**src/rtl/ysyx_22041211_ifu.sv**
```systemverilog
// Instruction fetch unit for the ysyx_22041211 multi-cycle RV32 core.
// Fetches one word per instruction, buffers it, and hands it to the decoder under valid/ready.
module ysyx_22041211_ifu #(
    parameter logic [31:0] RESET_PC = 32'h8000_0000
) (
    input  logic        clk,
    input  logic        rst,

    // Instruction memory port.
    // Request: a transfer happens on a cycle where imem_req_valid_o and imem_req_ready_i are both 1;
    // valid and address stay stable until then. Response: imem_resp_valid_i is a one-cycle strobe,
    // at most one per accepted request, and has no ready (the IFU always takes it in WAIT).
    // Decoder port: a handshake happens on a cycle where inst_valid_o and id_ready_i are both 1;
    // inst_o/pc_o stay stable until then.
    output logic        imem_req_valid_o,
    output logic [31:0] imem_req_addr_o,
    input  logic        imem_req_ready_i,
    input  logic        imem_resp_valid_i,
    input  logic [31:0] imem_resp_data_i,

    output logic [31:0] inst_o,
    output logic [31:0] pc_o,
    output logic        inst_valid_o,
    input  logic        id_ready_i,

    input  logic        jmp_flag_i,
    input  logic [31:0] jmp_target_i,
    input  logic        branch_flag_i,
    input  logic [31:0] branch_target_i,
    input  logic        flush_i,
    input  logic [31:0] flush_pc_i,

    output logic [1:0]  dbg_state_o,
    output logic        dbg_discard_o
);

    typedef enum logic [1:0] {
        S_IDLE = 2'd0,
        S_REQ  = 2'd1,
        S_WAIT = 2'd2,
        S_HOLD = 2'd3
    } state_t;

    state_t      state_q;
    state_t      state_d;
    logic [31:0] pc_q;
    logic [31:0] pc_d;
    logic        discard_q;
    logic        discard_d;
    logic        latch_en;
    logic        req_valid_q;
    logic        inst_valid_q;
    logic [31:0] inst_q;
    logic [31:0] inst_pc_q;
    logic [31:0] seq_pc;
    logic [31:0] redirect_pc;

    assign seq_pc = pc_q + 32'd4;

    // Branch resolution outranks the decoder's jump; both are word-aligned.
    always_comb begin
        redirect_pc = seq_pc;
        if (branch_flag_i) begin
            redirect_pc = branch_target_i & 32'hFFFF_FFFC;
        end else if (jmp_flag_i) begin
            redirect_pc = jmp_target_i & 32'hFFFF_FFFC;
        end
    end

    always_comb begin
        state_d   = state_q;
        pc_d      = pc_q;
        discard_d = discard_q;
        latch_en  = 1'b0;
        if (flush_i) begin
            pc_d = flush_pc_i & 32'hFFFF_FFFC;
            case (state_q)
                S_IDLE, S_HOLD: begin
                    state_d = S_REQ;
                end
                S_REQ: begin
                    // A request already handed to memory will still answer; drop that answer.
                    if (imem_req_ready_i) begin
                        state_d   = S_WAIT;
                        discard_d = 1'b1;
                    end
                end
                S_WAIT: begin
                    if (imem_resp_valid_i) begin
                        state_d   = S_REQ;
                        discard_d = 1'b0;
                    end else begin
                        discard_d = 1'b1;
                    end
                end
                default: state_d = S_IDLE;
            endcase
        end else begin
            case (state_q)
                S_IDLE: begin
                    state_d = S_REQ;
                end
                S_REQ: begin
                    if (imem_req_ready_i) begin
                        state_d = S_WAIT;
                    end
                end
                S_WAIT: begin
                    if (imem_resp_valid_i) begin
                        discard_d = 1'b0;
                        if (discard_q) begin
                            state_d = S_REQ;
                        end else begin
                            state_d  = S_HOLD;
                            latch_en = 1'b1;
                        end
                    end
                end
                S_HOLD: begin
                    if (id_ready_i) begin
                        state_d = S_REQ;
                        pc_d    = redirect_pc;
                    end
                end
                default: state_d = S_IDLE;
            endcase
        end
    end

    // Valid outputs are registered copies of the next state so they never see an input combinationally.
    always_ff @(posedge clk) begin
        if (rst) begin
            state_q      <= S_IDLE;
            pc_q         <= RESET_PC;
            discard_q    <= 1'b0;
            req_valid_q  <= 1'b0;
            inst_valid_q <= 1'b0;
            inst_q       <= 32'd0;
            inst_pc_q    <= 32'd0;
        end else begin
            state_q      <= state_d;
            pc_q         <= pc_d;
            discard_q    <= discard_d;
            req_valid_q  <= (state_d == S_REQ);
            inst_valid_q <= (state_d == S_HOLD);
            if (latch_en) begin
                inst_q    <= imem_resp_data_i;
                inst_pc_q <= pc_q;
            end
        end
    end

    assign imem_req_valid_o = req_valid_q;
    assign imem_req_addr_o  = pc_q;
    assign inst_valid_o     = inst_valid_q;
    assign inst_o           = inst_q;
    assign pc_o             = inst_pc_q;
    assign dbg_state_o      = state_q;
    assign dbg_discard_o    = discard_q;

endmodule

```
**config.mk**
```make
export PLATFORM = sky130hd
export DESIGN_NAME = ysyx_22041211_ifu
export DESIGN_NICKNAME = d
export VERILOG_FILES = /design/src/rtl/ysyx_22041211_ifu.sv
export SDC_FILE = /design/constraint.sdc
export NUM_CORES = 1
export LEC_CHECK = 0
export BUFFER_PORTS_ARGS = -buffer_cell sky130_fd_sc_hd__buf_2
export CORE_UTILIZATION = 51
export CTS_CLUSTER_DIAMETER = 100
export DETAILED_ROUTE_END_ITERATION = 8
export PLACE_DENSITY = 0.86
export SLEW_MARGIN = 10
export SYNTH_ARGS = -nofsm -noshare
export SYNTH_HDL_FRONTEND = slang
export SYNTH_SLANG_ARGS = --single-unit
```
**constraint.sdc**
```tcl
create_clock -name clk -period 5.8 [get_ports clk]
set_input_delay 0.87 -clock clk [delete_from_list [all_inputs] [get_ports clk]]
set_output_delay 0.87 -clock clk [all_outputs]
set_load 0.02 [all_outputs]
```
==> reports/qor.yml <==
critical_path:
  path_cells: "ha_1, and2_1, nand2_1, nor2_1, o21ai_0, o32ai_1"
  crit_type: "reg -> reg"
  critPathLaunchType: "register"
  crit_required_ps: 6070
  slowest_delay_ps: 800
  cp_max_fo: 25
  end_kind: "register"
  arrival_ps: 2950
  crit_slowest_cell: "and2_1"
route:
  vias_per_cell: 5.64
  wl_mm: 16.2
  drtPass1Iterations: 5
  wl_per_cell_um: 15.9
  ant_nets: 0
  drtIter0Drc: 340
  drcViolationCount: 0
  via_count: 5750
clocking:
  tritoncts: "yes"
  cts_resized: 0
  cts-root-buf: "clkbuf_8"
  cts.clk_slew.worst_paths_ps: 110
  cts_max_level: 3
  clk_latency_ps: 360
  cts_buffers: 9
  cts_setup_buffers: 0
  clkSinkCount: 101
  hold_buffers: 0
  cts_buffer_depth: 2
timing:
  fin_worst_skew_ps: 11.1
  holdWs_ps: 456
  drv_slew: 0
  post-route-period-util: 0.462
  max_freq_ghz: 0.373
  rsz0062_at_grt: "false"
  totalNegativeSetupSlack_ps: 0
  tightest_slew_ps: 994
  slew_headroom: 0.337
  setup_violations: 0
  hold_viol: 0
  min_period_ps: 2680
floorplan:
  die_area_um2: 10400
  io-pin-count: 237
  rows: 36
  die_w_um: 102
  core_area_um2: 9730
  die_y_um: 102
  initial_core_util: 0.523
synth:
  seq_area_frac_synth: 0.397
  ys.flop_type: "dfxtp_1"
  synth_cells: 691
  synth-seq-cells: 101
  yosysTopAreaCell: "dfxtp_1"
  yosys_warnings: 0
  syn_nets: 833
  netlist_area_um2: 5090
  synthTopCellsByArea: "dfxtp_1 (40%), nand2_1 (13%), a21oi_1 (10%), clkbuf_1 (3.5%), nand3_1 (2.5%)"
  ys_async_sr_fraction: 0
  yosysUniqueCellTypes: 50
  synth.avg_cell_area_um2: 7.37
  synth_edf_count: 0
  synth_top_area_frac: 0.397
cells_and_area:
  design_area_um2: 6460
  finalNetCount: 1023
  area_delta_synth_final_pct: 26.8
  diodes: 0
  fin_cells: 1019
  drive_above_1_share: 0.290
placed_design:
  dp_hpwl_mm: 11.3
  placed_area_um2: 6240
  io_buffer_count: 230
  place_congestion: 0.897
  dp_cells: 1003
job:
  maxCapViolCount: 0
pwr:
  leakage_nw: 2.73
  comb_power_share: 0.129
  p_total_mw: 1.40
  p_int_mw: 0.998
  peakVddDrop_uv: 186
  p_sw_frac: 0.287
  seqPwrFrac: 0.528
  p_sw_mw: 0.402
  clock_power_share: 0.343
  powerDensity_nw_per_um2: 217
global_route:
  overflow: 0
  antenna_found_initial: 0
  first_global_vias: 4864
  grt_max_degree: 70
  grtUsageTotal: 0.297
  grt_pass1_wl_mm: 24.3
min_path:
  hold_class: "reg -> reg"
outcome:
  outcome: "completed"
-- worst max-delay path: cells and delay by family (launching register included) --
family | cells | cell delay [ps]
flip-flops | 1 | 490
AO/OA/AOI/OAI | 2 | 350
AND/OR/NAND/NOR | 3 | 1480
adder cells (fa/ha/maj) | 1 | 260
-- metrics by stage --
step,worst slack (ps),util
global route,2870,0.664
CTS,3170,0.664
detailed placement,2880,0.642
global placement,2840,0.642
floorplan,3600,-
finish,3120,0.664
-- routing by layer --
| layer | GRT usage | vias to the layer above | share of wire |
|---|---|---|---|
| li1 | - | 2824 | - |
| met1 | 0.386 | 2633 | 0.41 |
| met2 | 0.494 | 261 | 0.49 |
| met3 | 0.0602 | 32 | 0.082 |
| met4 | 0.0934 | 0 | 0.022 |
| met5 | 0 | - | 0 |
-- cell usage in the layout (no fill, tap or decap), types with 9 or more instances in the layout --
cell      count
buf_2       229
nand2_1     173
a21oi_1     102
dfxtp_1     101
nand3_1      25
nor2_1       24
o21ai_0      21
nor3_1       17
nand4_1      11
a211oi_1     11
xnor2_1      11
inv_1        10
o22ai_1       9
clkbuf_8      9
-- cell usage after synthesis (6+ instances only) --
| cell | number |
|---|---|
| nand2_1 | 173 |
| nor3_1 | 18 |
| o22ai_1 | 9 |
| clkbuf_1 | 48 |
| o221ai_1 | 6 |
| o21ai_0 | 21 |
| inv_1 | 10 |
| and3_1 | 7 |
| dfxtp_1 | 101 |
| nand2b_1 | 7 |
| nor2_1 | 24 |
| ha_1 | 6 |
| xnor2_1 | 11 |
| nand3_1 | 25 |
| a21oi_1 | 102 |
| nor4_1 | 7 |
| nand4_1 | 11 |
| o31a_1 | 6 |
| o31ai_1 | 6 |
| a211oi_1 | 11 |
-- cell families after synthesis --
kind of cell / share of synthesized area
mux: 0.0101
flops: 0.397
buf+inv: 0.0518
fa+ha+maj: 0.0147
simple gates: 0.257
xor+xnor: 0.0258
compound gates: 0.243
-- power groups by stage --
stage                     clock network, mW  logic (mW)  registers [mW]
after global routing                  0.520       0.199           0.742
after global placement                    0       0.177           0.754
after detailed placement                  0       0.179           0.754
after floorplan                           0      0.0865           0.760
final                                 0.480       0.181           0.739
after CTS                             0.492       0.180           0.738
-- sequential cells by signal (all words and copies together) (netlist names) --
signal            flops
dbg_discard_o         1
pc_o                 32
imem_req_addr_o      32
dbg_state_o           2
inst_valid_o          1
inst_o               32
imem_req_valid_o      1
-- worst paths after layout --
path                                      from  slack, ps                   to  cells past startpoint
worst min register to register      inst_o[19]        460           inst_o[19]                      2
worst max register to register  dbg_state_o[1]       3120  imem_req_addr_o[27]                      6
worst min-delay path                inst_o[19]        460           inst_o[19]                      2
worst max-delay path            dbg_state_o[1]       3120  imem_req_addr_o[27]                      6
-- final cells by class --
| class | count | area [um^2] |
|---|---|---|
| clock buffers | 9 | 124 |
| multi-input cells | 521 | 2810 |
| repair buffers | 236 | 1200 |
| inverters | 12 | 45.0 |
| fillers | 911 | 3270 |
| clock inverters | 7 | 88.8 |
| flip-flops and latches | 101 | 2020 |
| well taps | 133 | 166 |
Power figures use the tool's default switching activity.
